<file path="src/rtl/stream2native.sv">
// AXI-Stream slave to native FIFO write-port bridge.
// A 2-entry skid buffer keeps s_axis_tready a pure register.
module stream2native #(
  parameter int DATA_WIDTH = 8,
  parameter int CNT_WIDTH  = 16
) (
  input  logic                  clk,
  input  logic                  rstn,
  input  logic                  s_axis_tvalid,
  output logic                  s_axis_tready,
  input  logic [DATA_WIDTH-1:0] s_axis_tdata,
  input  logic                  s_axis_tlast,
  input  logic                  fifo_full,
  output logic                  fifo_wr,
  output logic [DATA_WIDTH:0]   fifo_din,
  output logic [CNT_WIDTH-1:0]  word_cnt,
  output logic [CNT_WIDTH-1:0]  pkt_cnt,
  output logic                  busy
);

  localparam int W = DATA_WIDTH + 1;

  logic [1:0]   occ;
  logic [1:0]   occ_next;
  logic [W-1:0] head;
  logic [W-1:0] tail;
  logic [W-1:0] in_word;
  logic         tready_q;
  logic         accept;

  assign in_word       = {s_axis_tlast, s_axis_tdata};
  assign accept        = s_axis_tvalid & tready_q;
  assign s_axis_tready = tready_q;

  // Gated by rstn so a buffered word never leaks out in the reset cycle.
  assign fifo_wr  = rstn & (occ != 2'd0) & ~fifo_full;
  assign fifo_din = head;
  assign busy     = (occ != 2'd0);

  always_comb begin
    occ_next = occ + 2'(accept) - 2'(fifo_wr);
  end

  always_ff @(posedge clk) begin
    if (!rstn) begin
      occ      <= 2'd0;
      tready_q <= 1'b0;
      word_cnt <= '0;
      pkt_cnt  <= '0;
    end else begin
      occ      <= occ_next;
      tready_q <= (occ_next < 2'd2);
      if (fifo_wr) begin
        word_cnt <= word_cnt + CNT_WIDTH'(1);
        pkt_cnt  <= pkt_cnt + CNT_WIDTH'(head[DATA_WIDTH]);
      end
    end
  end

  // Storage needs no reset; occ alone says what is valid.
  always_ff @(posedge clk) begin
    unique case (occ)
      2'd0: begin
        if (accept) head <= in_word;
      end
      2'd1: begin
        if (accept && fifo_wr) head <= in_word;
        else if (accept)       tail <= in_word;
      end
      2'd2: begin
        if (fifo_wr) head <= tail;
      end
      default: begin
        head <= head;
      end
    endcase
  end

endmodule

</file>
<file path="config.mk">
export PLATFORM = sky130hd
export DESIGN_NAME = stream2native
export DESIGN_NICKNAME = d
export VERILOG_FILES = /design/src/rtl/stream2native.sv
export SDC_FILE = /design/constraint.sdc
export NUM_CORES = 1
export LEC_CHECK = 0
export ABC_CLOCK_PERIOD_IN_PS = 2250
export CAP_MARGIN = 10
export CORE_MARGIN = 1
export CORE_UTILIZATION = 40
export DETAILED_ROUTE_END_ITERATION = 10
export GPL_TIMING_DRIVEN = 0
export PLACE_DENSITY = 0.72
export SLEW_MARGIN = 20
export SYNTH_ARGS = -nofsm -noshare
export SYNTH_HDL_FRONTEND = slang
export SYNTH_SLANG_ARGS = --single-unit
export TNS_END_PERCENT = 50
</file>
<file path="constraint.sdc">
create_clock -name clk -period 2.25 [get_ports clk]
set_input_delay 0.45 -clock clk [delete_from_list [all_inputs] [get_ports clk]]
set_output_delay 0.45 -clock clk [all_outputs]
set_load 0.01 [all_outputs]
</file>
==> flow_summary.yaml, run 1 <==
timing:
  clock_skew_ns: 0.00653
  tightest_slew_ns: 0.553
  rsz0062_at_grt: "false"
  drv_slew: 0
  fin_crit_sh: 0.931
  hold_viol: 0
  period_minus_slack_ns: 2.10
  max_freq_mhz: 477
  slew_headroom: 0.631
  finalSetupViolations: 0
  holdWs_ns: 0.487
grt:
  gr-total-overflow: 0
  grt_pass1_wl_mm: 8.34
  track_usage: 0.174
  grt_pass1_vias: 1762
  grt_max_degree: 17
  antenna_found_initial: 0
detailed_routing:
  via_per_inst: 5.10
  drtIter0Drc: 45
  ant_nets: 0
  first_pass_iters: 6
  totalWireLength_mm: 4.76
  drc: 0
  wl_per_cell_um: 13.0
  vias: 1865
finish:
  synthToLayoutAreaGrowth_pct: 33.5
  fin_area_um2: 3090
  fillers: 540
  stdcell_count: 366
  drive_gt1_frac: 0.0952
  layout.nets: 313
  multiInputGateArea_um2: 1020
  diodes: 0
  seq_area_um2: 1240
clock_network:
  clkTransAtPathRegs_ns: 0.09
  cts.htree.levels: 2
  cts_inserted_buffers: 5
  clk_latency_ns: 0.30
  cts_tree: "built"
  cts-root-buf: "clkbuf_8"
  clock_sinks: 53
  clock_path_buffers: 2
  ctsHoldBuffers: 0
synthesis:
  syn-instance-count: 228
  yosysSeqAreaShare: 0.537
  syn_avg_cell_area_um2: 10.1
  yosysWarnings: 0
  ys_ff_latch: 53
  yosys.cell_types.count: 29
  synth.largest_area_cell: "dfxtp_1"
  synth_nets: 248
  synthTopCellsByArea: "dfxtp_1, edfxtp_1, mux2_2, ha_1, nand2_1"
  yosysTopAreaCellShare: 0.303
  syn_area_um2: 2310
power:
  leakagePower_uw: 0.00105
  powerDensity_nw_per_um2: 687
  fin_total_pwr_uw: 2120
  vdd_ir_drop_max_mv: 0.353
floorplanning:
  initial_core_util: 0.417
  die_area_um2: 6090
  die_w_um: 78.0
  die_h_um: 78.0
  io_pins: 57
  row_count: 27
  fp.coreArea_um2: 5540
outcome:
  outcome: "finished clean"
critical_path:
  r2r_setup_slack_ns: 0.30
  critPathRequiredTime_ns: 1.80
  cp-start-kind: "flip-flop"
  arrival_ns: 1.65
  critPathMaxFanout: 10
  endpoint_kind: "output port"
  crit_type: "flip-flop to output port"
place:
  placedCellCount: 356
  port_buffers: 56
  gp_congestion: 0.756
  post_dp_cell_area_um2: 2970
  hpwl_mm: 3.42
flow_run:
  drv_cap: 0
worst_hold_path:
  hp-class: "flip-flop to flip-flop"
[final timing paths]
check                            startpoint             to  cells past startpoint
worst min-delay path            pkt_cnt[15]    pkt_cnt[15]                      2
worst max register to register       occ[1]  s_axis_tready                     11
worst max-delay path                 occ[1]           busy                      4
worst min register to register  pkt_cnt[15]    pkt_cnt[15]                      2
[what timing repair did]
action | 4_1_cts | 5_1_grt
hold endpoints to repair | 0 | 0
pin swaps | 1 | 0
setup endpoints to repair | 22 | 1
setup buffers | 2 | 0
gates resized for setup | 9 | 3
[power by group]
| group | switching [uW] | internal (uW) | total (uW) |
|---|---|---|---|
| combinational | 239 | 230 | 469 |
| sequential | 46.0 | 1090 | 1130 |
| clock | 305 | 215 | 521 |
| total | 590 | 1530 | 2120 |
[stage by stage]
step / util / setup WS, ns / setup TNS, ns
after floorplan: - / 0.115 / 0
after global placement: 0.535 / -0.738 / -14.35
after detailed placement: 0.535 / -0.809 / -15.24
after CTS: 0.556 / 0.0265 / 0
after global routing: 0.557 / 0.0444 / 0
final: 0.557 / 0.154 / 0
[cell usage in the layout, fill, tap and decap left out, drive strengths merged, types with 5 or more instances in the layout]
| master | count |
|---|---|
| a21oi | 14 |
| buf | 5 |
| clkbuf | 12 |
| clkdlybuf4s50 | 53 |
| dfxtp | 35 |
| edfxtp | 18 |
| ha | 7 |
| inv | 8 |
| mux2 | 9 |
| nand2 | 23 |
| nand3 | 11 |
| nand4 | 5 |
| nor2 | 14 |
| o21ai | 13 |
| o31ai | 6 |
| or3 | 12 |
| xnor2 | 6 |
| xor2 | 5 |
[worst max-delay path, stage by stage, from the launching register on]
cell and delay (ns):
dfxtp_2 0.36, nor2_2 0.18, buf_4 0.21, inv_1 0.11
clkdlybuf4s50_1 0.50
[final cells by class]
| type | instances | area share |
|---|---|---|
| Clock inverter | 3 | 0.00567 |
| Timing Repair Buffer | 58 | 0.186 |
| Sequential cell | 53 | 0.403 |
| Inverter | 8 | 0.00972 |
| Multi-Input combinational cell | 157 | 0.329 |
| Clock buffer | 5 | 0.0223 |
| Buffer | 10 | 0.0150 |
| Tap cell | 72 | 0.0292 |
[cells by family (layout without fill, tap and decap cells)]
kind of cell               count (synthesis)  after routing  share of synthesized area
and+or+nand+nor                           89             89                      0.201
DFF                                       53             53                      0.537
AOI/OAI and AO/OA                         37             37                     0.0909
buffers and inverters                     18             84                     0.0308
muxes                                     13             13                     0.0611
xor gates and xnor gates                  11             11                     0.0417
adders and majority gates                  7              7                     0.0379
[flip-flops by register name, summed over array words and instances, names as in the netlist]
name,cells
fifo_din,9
s_axis_tready,1
word_cnt,16
tail,9
pkt_cnt,16
occ,2
[Yosys cell counts (all sizes together)]
cell,n
xnor2,6
nand2b,2
and3,1
o211ai,2
and4,4
o31ai,6
xor2,5
o21ai,13
clkbuf,7
nand4,5
edfxtp,18
nor2,14
and2,3
nand2,23
nor2b,2
a21oi,14
mux2i,4
dfxtp,35
nor4b,1
o21a,2
buf,3
ha,7
or3,12
or4,4
nor3,3
nand3,11
nor4,4
mux2,9
inv,8
[per-layer routing]
layer	part of all wire	routed length (um)	GRT usage
met1	0.46	2210	0.220
met2	0.49	2310	0.298
met3	0.035	168	0.0314
met4	0.015	69	0.0574
met5	0	0	0
Note: power is estimated with default switching activity, not from simulation.
==> inputs of run 2 (changes only) <==
--- a/config.mk
+++ b/config.mk
@@ -10,8 +10,10 @@
 export CORE_MARGIN = 1
 export CORE_UTILIZATION = 40
 export DETAILED_ROUTE_END_ITERATION = 10
+export DONT_BUFFER_PORTS = 1
 export GPL_TIMING_DRIVEN = 0
-export PLACE_DENSITY = 0.72
+export PLACE_DENSITY = 0.58
+export SETUP_SLACK_MARGIN = 0.02
 export SLEW_MARGIN = 20
 export SYNTH_ARGS = -nofsm -noshare
 export SYNTH_HDL_FRONTEND = slang
==> run 2 against run 1 <==
  * Combinational power shrank 39%
  * Register-to-register slack lost 0.13 ns
  * Non-clock buffer count shrank 58
  * First-iteration DRC count grew 110%
  * Critical path type is now flip-flop to flip-flop
  * Largest power group unchanged
==> flow_summary.yaml, run 2 (synthesis results as in run 1) <==
outcome:
  outcome: "finished clean"
power:
  powerDensity_nw_per_um2: 824
  vdd_ir_drop_max_mv: 0.318
  leakagePower_uw: 0.000838
  fin_total_pwr_uw: 2090
detailed_routing:
  totalWireLength_mm: 4.58
  ant_nets: 0
  wl_per_cell_um: 14.8
  vias: 1606
  drc: 0
  drtIter0Drc: 93
  via_per_inst: 5.20
  first_pass_iters: 4
grt:
  gr-total-overflow: 0
  grt_pass1_wl_mm: 7.63
  grt_max_degree: 17
  antenna_found_initial: 0
  grt_pass1_vias: 1579
  track_usage: 0.161
critical_path:
  critPathRequiredTime_ns: 2.49
  slowest_delay_ns: 0.59
  arrival_ns: 2.32
  crit_type: "flip-flop to flip-flop"
  endpoint_kind: "flip-flop"
  cp-start-kind: "flip-flop"
  critPathMaxFanout: 11
  cp_cell_sequence: "nor2_1 -> buf_2 -> inv_1 -> nand4_1 -> or4_1 -> a21oi_1"
  critPathSlowestCell: "or4_1"
finish:
  fin_area_um2: 2530
  mostFrequentLayoutCell: "dfxtp_1"
  drive_gt1_frac: 0.105
  layout.nets: 256
  stdcell_count: 309
  top_regs: "pkt_cnt x16, word_cnt x16"
  seq_area_um2: 1240
  diodes: 0
  fillers: 546
  multiInputGateArea_um2: 1020
  mostFrequentLayoutCells: "dfxtp_1, nand2_1, edfxtp_1"
  synthToLayoutAreaGrowth_pct: 9.63
  fin_util: 0.458
clock_network:
  cts_tree: "built"
  cts-root-buf: "clkbuf_8"
  clock_sinks: 53
  clock_path_buffers: 2
  clkTransAtPathRegs_ns: 0.09
  clk_latency_ns: 0.30
  postCtsSetupRepairBufs: 0
  cts.htree.levels: 2
  cts_inserted_buffers: 5
floorplanning:
  die_area_um2: 6090
  initial_core_util: 0.417
  die_h_um: 78.0
  row_count: 27
  fp.coreArea_um2: 5540
  die_w_um: 78.0
  io_pins: 57
flow_run:
  drv_cap: 0
timing:
  hold_viol: 0
  clock_skew_ns: 0.00315
  drv_slew: 0
  tightest_slew_ns: 0.545
  slew_headroom: 0.636
  finalSetupViolations: 0
  tns_ns: 0
  fin_crit_sh: 0.925
  period_minus_slack_ns: 2.08
  rsz0062_at_grt: "true"
  max_freq_mhz: 480
place:
  post_dp_cell_area_um2: 2400
  gp_congestion: 0.723
  hpwl_mm: 3.24
  port_buffers: 0
  placedCellCount: 300
worst_hold_path:
  hp-class: "input pin to flip-flop"
-- run 2: final timing paths --
kind / startpoint / endpoint / slack [ns] / cells past startpoint
max: occ[1] / word_cnt[14] / 0.17 / 6
min: s_axis_tdata[4] / tail[4] / 0.24 / 0
max reg2reg: occ[1] / word_cnt[14] / 0.17 / 6
min reg2reg: pkt_cnt[15] / pkt_cnt[15] / 0.53 / 2
-- run 2: layer usage --
metal	global-route usage	vias up	routed length, um
li1	-	842	-
met1	0.214	719	2230
met2	0.246	39	2010
met3	0.0512	6	263
met4	0.0611	0	72
met5	0	-	0
-- run 2: what timing repair did --
action                                  4_1_cts  5_1_grt
endpoints found under the setup margin       20       21
hold buffers                                  0        0
resized for setup                             2        3
endpoints found under the hold margin         0        0
pin swaps                                     0        1
cloned                                        0        1
-- run 2: metrics by stage --
stage	setup WS (ns)	hold WS, ns
CTS	0.0000691	0.221
finish	0.168	0.235
global placement	-0.280	0.512
floorplan	0.115	0.493
detailed placement	-0.314	0.522
global route	0.00306	0.216
-- run 2: area by class of cell --
type / instances / share of cell area
multi-input cells: 158 / 0.402
clock buffers: 5 / 0.0271
flip-flops and latches: 53 / 0.491
inverters: 8 / 0.0118
clock inverters: 3 / 0.0163
well taps: 72 / 0.0355
plain buffers: 10 / 0.0163
-- run 2: worst max-delay path, delay by kind of cell (launching register included) --
family          cells  cell delay (ns)
compound gates      1             0.14
flops               1             0.39
buf+inv             2             0.41
simple gates        3             1.07
-- run 2: power by group --
part / leakage (uW) / internal (uW) / switching (uW) / total (uW)
clock network: 0.0000518 / 328 / 308 / 636
logic: 0.000338 / 98.4 / 189 / 288
registers: 0.000448 / 1090 / 77.1 / 1170
==> inputs of run 3 (changes only) <==
--- a/config.mk
+++ b/config.mk
@@ -7,12 +7,15 @@
 export LEC_CHECK = 0
 export ABC_CLOCK_PERIOD_IN_PS = 2250
 export CAP_MARGIN = 10
-export CORE_MARGIN = 1
+export CELL_PAD_IN_SITES_DETAIL_PLACEMENT = 0
+export CELL_PAD_IN_SITES_GLOBAL_PLACEMENT = 1
+export CORE_MARGIN = 2
 export CORE_UTILIZATION = 40
 export DETAILED_ROUTE_END_ITERATION = 10
 export DONT_BUFFER_PORTS = 1
 export GPL_TIMING_DRIVEN = 0
-export PLACE_DENSITY = 0.58
+export HOLD_SLACK_MARGIN = 0.03
+export PLACE_DENSITY = 0.72
 export SETUP_SLACK_MARGIN = 0.02
 export SLEW_MARGIN = 20
 export SYNTH_ARGS = -nofsm -noshare
==> run 3 against run 2 <==
  * Sequential share of layout area fell by 0.19 points
  * Worst setup slack improved by 0.052 ns
  * Routed wire length up 0.46%
  * Critical path depth is 4 higher
  * Clock-buffer cell count did not move
  * Sequential power about the same
  * Sequential cell count unchanged
  * Clock skew grew 0.0011 ns
  * Critical path type unchanged
==> flow_summary.yaml, run 3 (synthesis results as in run 1) <==
grt:
  gr-total-overflow: 0
  antenna_found_initial: 0
  grt_max_degree: 17
  grt_pass1_vias: 1468
  track_usage: 0.154
  grt_pass1_wl_mm: 7.59
critical_path:
  crit_type: "flip-flop to flip-flop"
  cp_cell_sequence: "nor2_1 -> clkbuf_4 -> nor2_4 -> inv_1 -> ha_1 -> inv_1 -> ha_1 -> xor2_1 -> xnor2_1 -> and2_1"
  critPathMaxFanout: 11
  critPathSlowestCell: "dfxtp_2"
  endpoint_kind: "flip-flop"
  critPathRequiredTime_ns: 2.45
  cp-start-kind: "flip-flop"
  slowest_delay_ns: 0.39
  arrival_ns: 2.23
detailed_routing:
  first_pass_iters: 4
  via_per_inst: 5.43
  drc: 0
  totalWireLength_mm: 4.60
  drtIter0Drc: 66
  wl_per_cell_um: 14.8
  vias: 1683
  ant_nets: 0
place:
  port_buffers: 0
  post_dp_cell_area_um2: 2400
  gp_congestion: 0.704
  placedCellCount: 300
  hpwl_mm: 3.35
power:
  leakagePower_uw: 0.000844
  powerDensity_nw_per_um2: 821
  vdd_ir_drop_max_mv: 0.376
  fin_total_pwr_uw: 2090
  p_int_uw: 1520
  p_seq_frac: 0.558
  p_comb_frac: 0.140
  switching_share: 0.272
  clkPwrFrac: 0.302
  p_sw_uw: 569
finish:
  fin_area_um2: 2540
  drive_gt1_frac: 0.109
  mostFrequentLayoutCell: "dfxtp_1"
  mostFrequentLayoutCells: "dfxtp_1, nand2_1, edfxtp_1"
  top_regs: "pkt_cnt x16, word_cnt x16"
  synthToLayoutAreaGrowth_pct: 10.1
  layout.nets: 257
  diodes: 0
  stdcell_count: 310
floorplanning:
  fp.coreArea_um2: 5540
  io_pins: 57
  row_count: 27
  initial_core_util: 0.417
  die_area_um2: 6400
  die_w_um: 80.0
  die_h_um: 80.0
timing:
  finalSetupViolations: 0
  period_minus_slack_ns: 2.03
  fin_crit_sh: 0.902
  rsz0062_at_grt: "false"
  clock_skew_ns: 0.00421
  slew_headroom: 0.612
  hold_viol: 0
  drv_slew: 0
  tightest_slew_ns: 0.582
  max_freq_mhz: 493
clock_network:
  cts-root-buf: "clkbuf_8"
  clock_path_buffers: 2
  cts.htree.levels: 2
  cts_inserted_buffers: 5
  clkTransAtPathRegs_ns: 0.09
  clk_latency_ns: 0.30
  clock_sinks: 53
  cts_tree: "built"
outcome:
  outcome: "finished clean"
worst_hold_path:
  hp-class: "input pin to flip-flop"
flow_run:
  drv_cap: 0
-- run 3: cell count changes in the layout (fill, tap and decap cells not counted), sizes merged --
cell / before / now
clkbuf: 12 / 13
-- run 3: area by class of cell --
cell class	count	area (um2)
fillers	538	3000
clock inverters	3	41.3
inverters	8	30.0
well taps	72	90.1
plain buffers	10	43.8
multi-input cells	158	1020
flip-flops and latches	53	1240
clock buffers	5	68.8
repair buffers	1	7.51
-- run 3: critical path: cells and delay by family (launching register included) --
| kind | cells | cell delay, ns |
|---|---|---|
| and+or+nand+nor | 3 | 0.49 |
| DFF | 1 | 0.39 |
| xor gates and xnor gates | 2 | 0.28 |
| buffers and inverters | 3 | 0.32 |
| adders and majority gates | 2 | 0.45 |
-- run 3: final timing paths --
check	from	to	slack (ns)	depth (start not counted)
hold / removal	s_axis_tdata[2]	tail[2]	0.24	0
setup / recovery	occ[1]	s_axis_tready	0.22	10
hold reg to reg	pkt_cnt[15]	pkt_cnt[15]	0.53	2
setup reg to reg	occ[1]	s_axis_tready	0.22	10
-- run 3: through the flow --
step	setup slack (ns)	TNS [ns]	hold WS, ns	util
final	0.220	0	0.239	0.459
after global routing	0.0256	0	0.211	0.459
after CTS	0.00457	0	0.229	0.456
after detailed placement	-0.309	-3.38	0.520	0.434
after global placement	-0.269	-2.83	0.508	0.434
after floorplan	0.115	0	0.493	-
-- run 3: per-layer routing --
layer	track usage	up-vias	part of all wire
li1	-	848	-
met1	0.208	787	0.46
met2	0.224	44	0.46
met3	0.0600	4	0.070
met4	0.0508	0	0.0074
met5	0	-	0
-- run 3: power by group through the flow --
stage | logic [uW] | registers, uW | clock network, uW
CTS | 287 | 1160 | 652
detailed placement | 278 | 1190 | 0
finish | 294 | 1170 | 631
floorplan | 215 | 1170 | 0
global placement | 271 | 1180 | 0
global route | 341 | 1180 | 695
-- run 3: timing repair --
action,4_1_cts,5_1_grt
gates cloned,0,1
pin swaps,0,2
hold buffers,0,0
setup endpoints to repair,20,12
gates resized for setup,3,3
buffers inserted,0,1
